<file path="src/rtl/mc_ctrl_pkg.sv">
// rtl/mc_ctrl_pkg.sv - opcodes, control encodings, states and control vector for the multi-cycle sequencer
package mc_ctrl_pkg;

  localparam logic [5:0] OP_RTYPE = 6'b000000;
  localparam logic [5:0] OP_ADDI  = 6'b001000;
  localparam logic [5:0] OP_SLTI  = 6'b001010;
  localparam logic [5:0] OP_BEQ   = 6'b000100;
  localparam logic [5:0] OP_BNE   = 6'b000101;
  localparam logic [5:0] OP_BLT   = 6'b000110;
  localparam logic [5:0] OP_BGEZ  = 6'b000001;
  localparam logic [5:0] OP_LW    = 6'b100011;
  localparam logic [5:0] OP_SW    = 6'b101011;
  localparam logic [5:0] OP_J     = 6'b000010;

  localparam logic [2:0] ALU_RTYPE = 3'b000;
  localparam logic [2:0] ALU_ADD   = 3'b010;
  localparam logic [2:0] ALU_SUB   = 3'b110;
  localparam logic [2:0] ALU_SLT   = 3'b111;

  localparam logic [1:0] BR_EQ  = 2'b00;
  localparam logic [1:0] BR_LT  = 2'b01;
  localparam logic [1:0] BR_GEZ = 2'b10;
  localparam logic [1:0] BR_NE  = 2'b11;

  localparam logic [1:0] PCS_ALU    = 2'b00;
  localparam logic [1:0] PCS_ALUOUT = 2'b01;
  localparam logic [1:0] PCS_JUMP   = 2'b10;

  localparam logic [1:0] SRCB_REG     = 2'b00;
  localparam logic [1:0] SRCB_FOUR    = 2'b01;
  localparam logic [1:0] SRCB_IMM     = 2'b10;
  localparam logic [1:0] SRCB_IMM_SH2 = 2'b11;

  typedef enum logic [3:0] {
    IDLE, FETCH, DECODE, EXEC_R, R_WB, EXEC_I, I_WB,
    MEM_ADDR, MEM_RD, LW_WB, MEM_WR, BRANCH, JUMP
  } state_t;

  typedef struct packed {
    logic       iord;
    logic       mem_read;
    logic       mem_write;
    logic       ir_write;
    logic       pc_write;
    logic       pc_write_cond;
    logic [1:0] pc_source;
    logic       alu_src_a;
    logic [1:0] alu_src_b;
    logic [2:0] alu_op;
    logic       reg_dst;
    logic       mem_to_reg;
    logic       reg_write;
    logic [1:0] branch_type;
    logic       instr_done;
  } ctrl_t;

  function automatic logic [1:0] branch_type_of(input logic [5:0] op);
    case (op)
      OP_BNE:  return BR_NE;
      OP_BLT:  return BR_LT;
      OP_BGEZ: return BR_GEZ;
      default: return BR_EQ;
    endcase
  endfunction

endpackage

</file>
<file path="src/rtl/mc_ctrl_outdec.sv">
// rtl/mc_ctrl_outdec.sv - combinational state/opcode/ready to datapath control vector decode
module mc_ctrl_outdec
  import mc_ctrl_pkg::*;
(
  input  state_t     state_i,
  input  logic [5:0] op_i,
  input  logic       mem_ready_i,
  output ctrl_t      ctrl_o
);

  always_comb begin
    ctrl_o = '0;
    case (state_i)
      FETCH: begin
        ctrl_o.mem_read  = 1'b1;
        ctrl_o.alu_src_b = SRCB_FOUR;
        ctrl_o.alu_op    = ALU_ADD;
        // IR and PC+4 are only committed once the fetch actually completes
        if (mem_ready_i) begin
          ctrl_o.ir_write  = 1'b1;
          ctrl_o.pc_write  = 1'b1;
          ctrl_o.pc_source = PCS_ALU;
        end
      end
      DECODE: begin
        ctrl_o.alu_src_b = SRCB_IMM_SH2;
        ctrl_o.alu_op    = ALU_ADD;
      end
      EXEC_R: begin
        ctrl_o.alu_src_a = 1'b1;
        ctrl_o.alu_src_b = SRCB_REG;
        ctrl_o.alu_op    = ALU_RTYPE;
      end
      R_WB: begin
        ctrl_o.reg_dst    = 1'b1;
        ctrl_o.reg_write  = 1'b1;
        ctrl_o.instr_done = 1'b1;
      end
      EXEC_I: begin
        ctrl_o.alu_src_a = 1'b1;
        ctrl_o.alu_src_b = SRCB_IMM;
        ctrl_o.alu_op    = (op_i == OP_SLTI) ? ALU_SLT : ALU_ADD;
      end
      I_WB: begin
        ctrl_o.reg_write  = 1'b1;
        ctrl_o.instr_done = 1'b1;
      end
      MEM_ADDR: begin
        ctrl_o.alu_src_a = 1'b1;
        ctrl_o.alu_src_b = SRCB_IMM;
        ctrl_o.alu_op    = ALU_ADD;
      end
      MEM_RD: begin
        ctrl_o.mem_read = 1'b1;
        ctrl_o.iord     = 1'b1;
      end
      LW_WB: begin
        ctrl_o.mem_to_reg = 1'b1;
        ctrl_o.reg_write  = 1'b1;
        ctrl_o.instr_done = 1'b1;
      end
      MEM_WR: begin
        ctrl_o.mem_write  = 1'b1;
        ctrl_o.iord       = 1'b1;
        ctrl_o.instr_done = mem_ready_i;
      end
      BRANCH: begin
        ctrl_o.alu_src_a     = 1'b1;
        ctrl_o.alu_src_b     = SRCB_REG;
        ctrl_o.alu_op        = ALU_SUB;
        ctrl_o.pc_write_cond = 1'b1;
        ctrl_o.pc_source     = PCS_ALUOUT;
        ctrl_o.branch_type   = branch_type_of(op_i);
        ctrl_o.instr_done    = 1'b1;
      end
      JUMP: begin
        ctrl_o.pc_write   = 1'b1;
        ctrl_o.pc_source  = PCS_JUMP;
        ctrl_o.instr_done = 1'b1;
      end
      default: ;
    endcase
  end

endmodule

</file>
<file path="src/rtl/multicycle_ctrl_fsm.sv">
// rtl/multicycle_ctrl_fsm.sv - multi-cycle MIPS-subset control sequencer with memory wait timeout and retire counter
module multicycle_ctrl_fsm
  import mc_ctrl_pkg::*;
#(
  parameter int unsigned WAIT_MAX = 15,
  parameter int unsigned CNT_W    = 32
) (
  input  logic             clk_i,
  input  logic             rst_i,
  input  logic [5:0]       instr_op_i,
  input  logic             mem_ready_i,
  output logic             IorD_o,
  output logic             MemRead_o,
  output logic             MemWrite_o,
  output logic             IRWrite_o,
  output logic             PCWrite_o,
  output logic             PCWriteCond_o,
  output logic [1:0]       PCSource_o,
  output logic             ALUSrcA_o,
  output logic [1:0]       ALUSrcB_o,
  output logic [2:0]       ALU_op_o,
  output logic             RegDst_o,
  output logic             MemToReg_o,
  output logic             RegWrite_o,
  output logic [1:0]       BranchType_o,
  output logic             instr_done_o,
  output logic [CNT_W-1:0] instr_cnt_o,
  output logic             illegal_o,
  output logic             timeout_o
);

  localparam int WAIT_W = $clog2(WAIT_MAX + 1);

  state_t             state_q, state_d;
  logic [WAIT_W-1:0]  wait_q, wait_d;
  logic [CNT_W-1:0]   cnt_q, cnt_d;
  logic               illegal_q, illegal_d;
  logic               timeout_q, timeout_d;
  logic               mem_state;
  logic               timeout_hit;
  ctrl_t              ctrl;

  mc_ctrl_outdec u_outdec (
    .state_i     (state_q),
    .op_i        (instr_op_i),
    .mem_ready_i (mem_ready_i),
    .ctrl_o      (ctrl)
  );

  assign mem_state   = (state_q == FETCH) || (state_q == MEM_RD) || (state_q == MEM_WR);
  // Ready arriving on the limit cycle still wins over the timeout
  assign timeout_hit = mem_state && !mem_ready_i && (wait_q == WAIT_W'(WAIT_MAX));

  always_comb begin
    state_d   = state_q;
    wait_d    = '0;
    illegal_d = illegal_q;
    timeout_d = timeout_q;
    cnt_d     = cnt_q + CNT_W'(ctrl.instr_done);
    case (state_q)
      IDLE:     state_d = FETCH;
      FETCH:    if (mem_ready_i) state_d = DECODE;
      DECODE: begin
        case (instr_op_i)
          OP_RTYPE:                       state_d = EXEC_R;
          OP_ADDI, OP_SLTI:               state_d = EXEC_I;
          OP_LW, OP_SW:                   state_d = MEM_ADDR;
          OP_BEQ, OP_BNE, OP_BLT, OP_BGEZ: state_d = BRANCH;
          OP_J:                           state_d = JUMP;
          default: begin
            state_d   = FETCH;
            illegal_d = 1'b1;
          end
        endcase
      end
      EXEC_R:   state_d = R_WB;
      EXEC_I:   state_d = I_WB;
      MEM_ADDR: state_d = (instr_op_i == OP_LW) ? MEM_RD : MEM_WR;
      MEM_RD:   if (mem_ready_i) state_d = LW_WB;
      MEM_WR:   if (mem_ready_i) state_d = FETCH;
      default:  state_d = FETCH;
    endcase
    if (timeout_hit) begin
      state_d   = FETCH;
      timeout_d = 1'b1;
    end else if (mem_state && !mem_ready_i) begin
      wait_d = wait_q + WAIT_W'(1);
    end
  end

  always_ff @(posedge clk_i or negedge rst_i) begin
    if (!rst_i) begin
      state_q   <= IDLE;
      wait_q    <= '0;
      cnt_q     <= '0;
      illegal_q <= 1'b0;
      timeout_q <= 1'b0;
    end else begin
      state_q   <= state_d;
      wait_q    <= wait_d;
      cnt_q     <= cnt_d;
      illegal_q <= illegal_d;
      timeout_q <= timeout_d;
    end
  end

  assign IorD_o        = ctrl.iord;
  assign MemRead_o     = ctrl.mem_read;
  assign MemWrite_o    = ctrl.mem_write;
  assign IRWrite_o     = ctrl.ir_write;
  assign PCWrite_o     = ctrl.pc_write;
  assign PCWriteCond_o = ctrl.pc_write_cond;
  assign PCSource_o    = ctrl.pc_source;
  assign ALUSrcA_o     = ctrl.alu_src_a;
  assign ALUSrcB_o     = ctrl.alu_src_b;
  assign ALU_op_o      = ctrl.alu_op;
  assign RegDst_o      = ctrl.reg_dst;
  assign MemToReg_o    = ctrl.mem_to_reg;
  assign RegWrite_o    = ctrl.reg_write;
  assign BranchType_o  = ctrl.branch_type;
  assign instr_done_o  = ctrl.instr_done;
  assign instr_cnt_o   = cnt_q;
  assign illegal_o     = illegal_q;
  assign timeout_o     = timeout_q;

endmodule

</file>
<file path="config.mk">
export PLATFORM = sky130hd
export DESIGN_NAME = multicycle_ctrl_fsm
export DESIGN_NICKNAME = d
export VERILOG_FILES = /design/src/rtl/mc_ctrl_pkg.sv /design/src/rtl/mc_ctrl_outdec.sv /design/src/rtl/multicycle_ctrl_fsm.sv
export SDC_FILE = /design/constraint.sdc
export NUM_CORES = 1
export LEC_CHECK = 0
export ABC_AREA = 1
export BUFFER_PORTS_ARGS = -buffer_cell sky130_fd_sc_hd__buf_2
export CAP_MARGIN = 0
export CORE_ASPECT_RATIO = 1.4
export CORE_MARGIN = 2
export CORE_UTILIZATION = 40
export DETAILED_ROUTE_END_ITERATION = 10
export GPL_ROUTABILITY_DRIVEN = 0
export GPL_TIMING_DRIVEN = 0
export PLACE_DENSITY = 0.73
export SLEW_MARGIN = 10
export SYNTH_ARGS = -nofsm -noshare
export SYNTH_HDL_FRONTEND = slang
export SYNTH_SLANG_ARGS = --single-unit
</file>
<file path="constraint.sdc">
create_clock -name clk_i -period 2.4 [get_ports clk_i]
set_input_delay 0.36 -clock clk_i [delete_from_list [all_inputs] [get_ports clk_i]]
set_output_delay 0.36 -clock clk_i [all_outputs]
set_load 0.01 [all_outputs]
</file>
---- After elaboration in Yosys (flattened, before gate mapping) ----
Index checks and enable logic that the tools add are counted.
cells by class
  add/sub/neg operators ................... 2
  equal/unequal tests ..................... 25
  multiplexer cells ....................... 26
  bitwise gates (word level) .............. 1
  reductions and logical operators ........ 17
operators by type and width
  kind                 count
  $add 32x1->32        1
  $pmux 4 s7           1
  $pmux 5 s5           1
  $eq 4x4->1 const B   6
  $mux 4               6
  $pmux 4 s5           1
  $eq 6x3->1 const B   3
  $eq 4x3->1 const B   4
  $eq 6x4->1 const B   2
  $eq 6x6->1 const B   2
  $reduce_or 10->1     1
  $mux 1               9
  $ne 3x3->1 const B   3
  $eq 4x2->1 const B   2
  $reduce_or 2->1      4
  $reduce_or 4->1      2
  $eq 6x1->1 const B   1
  $eq 6x2->1 const B   1
  $logic_not 6->1      1
  $mux 2               3
  $pmux 2 s3           1
  $reduce_or 5->1      1
  $add 4x1->4 const B  1
  $eq 4x1->1 const B   1
  10 further kinds     13
storage, ports and cells
  bits in registers ....................... 42
  bits of input ports ..................... 9
  output and inout bits ................... 54
  word-level logic and storage cells ...... 76

---- Depth between registers and ports, before layout ----
  depth after elaboration ................. 7
  mapped depth ............................ 14
  depth with buffers taken out ............ 14

---- Hierarchy ----
A second synthesis with hierarchy kept.
unflattened totals
  cell total of the unflattened synthesis .. 374
  area total of the unflattened synthesis .. 2,690.1 um^2
by module, submodules not included
  module               instances  cells an instance  area an instance (um^2)  seq. area each (um^2)
  multicycle_ctrl_fsm  1          315                2,418.6                  1,051.0
  mc_ctrl_outdec       1          59                 271.5                    0.0

---- Least setup slack after synthesis ----
Ideal clock, no wire load.
  kind .................................... reg2reg
  start ................................... register state_q[1]
  end ..................................... register cnt_q[10], in the netlist instr_cnt_o[10]
  setup time .............................. 0.079 ns
  arrival ................................. 2.264 ns
  data required time ...................... 2.321 ns
  setup slack ............................. 0.056 ns
  stages on the path, launching flop included .. 13
  buffers on the path ..................... 0
  period minus slack after synthesis ...... 2.344 ns
  cells stage by stage .................... dfrtp_1 -> nor2_1 -> inv_1 -> nor3_1 -> inv_1 -> nand3_1 -> ha_1 -> ha_1 -> nand3_2 -> nor2_2 -> nand2_1 -> nor2_1 -> xor2_1
between the ends
  longest elaborated chain between the ends .. 4
  elaborated cells between the ends (all ways) .. 9
  those cells by class .................... add/sub (1); eq/ne (6); mux (1); reduce/logical (1)
ends and longest elaborated chain
  what                                      line                        text
  from (decl)                               multicycle_ctrl_fsm.sv:34   state_t state_q, state_d;
  from (signal assigned)                    multicycle_ctrl_fsm.sv:99   state_q <= state_d;
  $eq 4x3->1 or $eq 4x4->1 (tied branches)  mc_ctrl_outdec.sv:13        case (state_i)
  $reduce_or 5->1 (no source line)          -
  $pmux 1 s2 (*)                            mc_ctrl_outdec.sv:13
  via instr_done_o                          multicycle_ctrl_fsm.sv:26   output logic instr_done_o,
  $add 32x1->32 (*)                         multicycle_ctrl_fsm.sv:59   cnt_d = cnt_q + CNT_W'(ctrl.instr_done);
  via cnt_d[10]                             multicycle_ctrl_fsm.sv:36   logic [CNT_W-1:0] cnt_q, cnt_d;
  to (signal assigned)                      multicycle_ctrl_fsm.sv:101  cnt_q <= cnt_d;
  to (decl)                                 multicycle_ctrl_fsm.sv:36
The timed path passes the listed nets; every way through them passes the cells marked *.
A chain may end at the register's enable or synchronous reset.

---- Worst setup path in the final report ----
  start ................................... register state_q[2]
  end ..................................... register cnt_q[27], in the netlist instr_cnt_o[27]
between the ends
  longest elaborated chain between the ends .. 4
  elaborated cells between the ends (all ways) .. 9
  those cells by class .................... add/sub (1); eq/ne (6); mux (1); reduce/logical (1)
ends and longest elaborated chain
  what                                      line
  $eq 4x3->1 or $eq 4x4->1 (tied branches)  mc_ctrl_outdec.sv:13
  $reduce_or 5->1 (no source line)          -
  $pmux 1 s2 (*)                            mc_ctrl_outdec.sv:13
  $add 32x1->32 (*)                         multicycle_ctrl_fsm.sv:59
  via cnt_d[27]                             multicycle_ctrl_fsm.sv:36
Marked as above.

==> out/qor.yml <==
synthXorXnorAreaFrac: 0.0962
yosys_warnings: 0
clkTransAtPathRegs_ns: 0.08
slew_violations: 0
hold_viol_final: 0
rr_worst_depth: 12
p_leak_nw: 1.71
synthTopCellsByArea: "dfrtp_1 (41%), nand2_1 (14%), nor2_1 (6.7%), inv_1 (6.5%), xor2_1 (6.2%)"
total_power_mw: 2.11
drt_iter0_drc: 116
end_kind: "register"
synth.largest_area_cell: "dfrtp_1"
grt_first_pass_wirelength_um: 9960
syn_inst: 339
synth.avg_cell_area_um2: 7.48
io_buffers: 62
cts_tree: "yes"
synth_top_area_share: 0.414
mostFrequentLayoutCells: "nand2_1 (96), buf_2 (62), inv_1 (44), nor2_1 (44), dfrtp_1 (40)"
drc: 0
worstSkewPairLatency_ns: 0.29
wirelength_um: 6270
post-dp-hpwl_um: 5050
htreeDepth: 2
fp.dieW_um: 71.3
grt_pass1_vias: 2311
drv_cap: 0
clockBufferDepth: 2
hold_buffers: 0
cts_root_buf: "clkbuf_8"
dr.pass1.iters: 4
setup_viol: 0
critPathKind: "reg2reg"
cp_max_fo: 5
status: "finished, final reports clean"
grt_overflow: 0
pin_count: 63
syn-num-nets: 351
arrival_ns: 2.43
fin_hold_ws_ns: 0.206
syn_to_final_growth_pct: 22.8
cts_num_sinks: 42
final_cells: 483
final_layout_size_suffix_gt1_frac: 0.265
initial_core_util: 0.411
synth_fa_ha_area_frac: 0.0148
synth_cell_types: 29
ys_ff_latch: 42
tightest_slew_ns: 0.930
layout_commonest_cell: "nand2_1"
worstPathRequired_ns: 2.58
relSlewSlack: 0.380
hp-class: "in2async"
skew_ns: 0.00228
fp.dieH_um: 98.2
seq_area_frac_synth: 0.414
final_antenna_net_count: 0
row_count: 34
vias_per_cell: 5.01
max_freq_mhz: 444
synth-compound-area-share: 0.0271
synth-simple-area-share: 0.370
dpl.cell_count: 473
core_area_mm2: 0.00617
wire_per_inst_um: 13.0
post-route-cell-area_mm2: 0.00312
dpl_cell_area_mm2: 0.00294
syn-cell-area_mm2: 0.00254
vias: 2418
powerDensity_mw_per_mm2: 676
track_usage: 0.180
diodes: 0
cts_inserted_buffers: 5
period_minus_slack_ns: 2.25
muxShareOfSynthArea: 0
antenna_found_initial: 0
grt_max_degree: 43
min_period_over_period: 0.939
synth_top_family_by_area: "simple AND/OR/NAND/NOR gates"
peakVddDrop_mv: 0.316
nets: 422
die_area_mm2: 0.00700
cp-start-kind: "register"
## layer usage
layer | part of all wire | track usage
met1 | 0.37 | 0.185
met2 | 0.54 | 0.335
met3 | 0.050 | 0.0279
met4 | 0.041 | 0.100
met5 | 0 | 0
## final timing paths
kind / startpoint / to / slack (ns)
hold / removal: rst_i / instr_cnt_o[20] / 0.21
setup / recovery: state_q[2] / instr_cnt_o[27] / 0.15
setup reg to reg: state_q[2] / instr_cnt_o[27] / 0.15
hold reg to reg: wait_q[0] / wait_q[0] / 0.46
max in group asynchronous: rst_i / state_q[0] / 1.56
min in group clk_i: wait_q[0] / wait_q[0] / 0.46
## through the flow
step / setup WS (ns) / utilization / setup TNS (ns)
2_1_floorplan: 0.0563 / - / 0
3_3_place_gp: -0.0182 / 0.476 / -0.0243
3_5_place_dp: -0.0518 / 0.476 / -0.140
4_1_cts: -0.00389 / 0.495 / -0.00389
5_1_grt: -0.00641 / 0.505 / -0.00641
6_report: 0.145 / 0.505 / 0
## cell type report
| cell class | count | area, µm² |
|---|---|---|
| sequential | 42 | 1050 |
| clock buffer | 8 | 110 |
| fill | 608 | 3050 |
| buffer | 1 | 7.51 |
| timing repair buffer | 64 | 325 |
| tap | 72 | 90.1 |
| multi-input combinational | 246 | 1340 |
| inverter | 50 | 188 |
## cell families (layout without fill, tap and decap cells)
| family | after synthesis | after routing |
|---|---|---|
| adders and majority gates | 3 | 3 |
| buffers and inverters | 51 | 123 |
| xor gates and xnor gates | 27 | 27 |
| AOI/OAI and AO/OA | 12 | 12 |
| DFF | 42 | 42 |
| and+or+nand+nor | 204 | 204 |
## cells in the mapped netlist
cell type	number
xnor2_2	1
a21oi_2	1
a21oi_1	3
inv_2	6
o21ai_0	6
dfrtp_1	42
nor3b_1	1
nor3_1	13
nand4_1	3
nand2_4	1
nand3_1	19
nor3_4	1
nor2_4	4
xnor2_1	8
a21boi_0	1
a22oi_1	1
nand3_2	1
or2_1	1
buf_4	1
nor3_2	3
nor2_2	8
inv_1	44
nand3b_1	4
nor4_1	1
nand2_2	3
nand2_1	96
xor2_1	18
ha_1	3
nor2_1	45
## worst max-delay path, cell delays in order, from the launching register on
cell and delay (ns):
dfrtp_1 0.45, nor2_4 0.15, inv_1 0.10, nor2_1 0.16, a21oi_1 0.08, nand3_1 0.12, ha_2 0.23, inv_1 0.10
nor3_4 0.32, inv_2 0.06, nor2_2 0.16, nand2_2 0.09, xnor2_2 0.13
## sequential cells by signal, indices dropped and copies added (netlist names)
signal	flops
illegal_o	1
instr_cnt_o	32
state_q	4
timeout_o	1
wait_q	4
## where the power goes
group | switching [mW] | leakage (nW) | internal (mW) | total (mW)
clock network | 0.235 | 0.0575 | 0.290 | 0.525
logic | 0.455 | 1.11 | 0.251 | 0.706
registers | 0.0964 | 0.536 | 0.778 | 0.875
## timing repair
| item | CTS | global route |
|---|---|---|
| setup buffers | 0 | 2 |
| resized for setup | 2 | 10 |
| pin swaps | 0 | 1 |
| endpoints found under the setup margin | 6 | 13 |
| gates cloned | 0 | 0 |
Power figures use the tool's default switching activity.
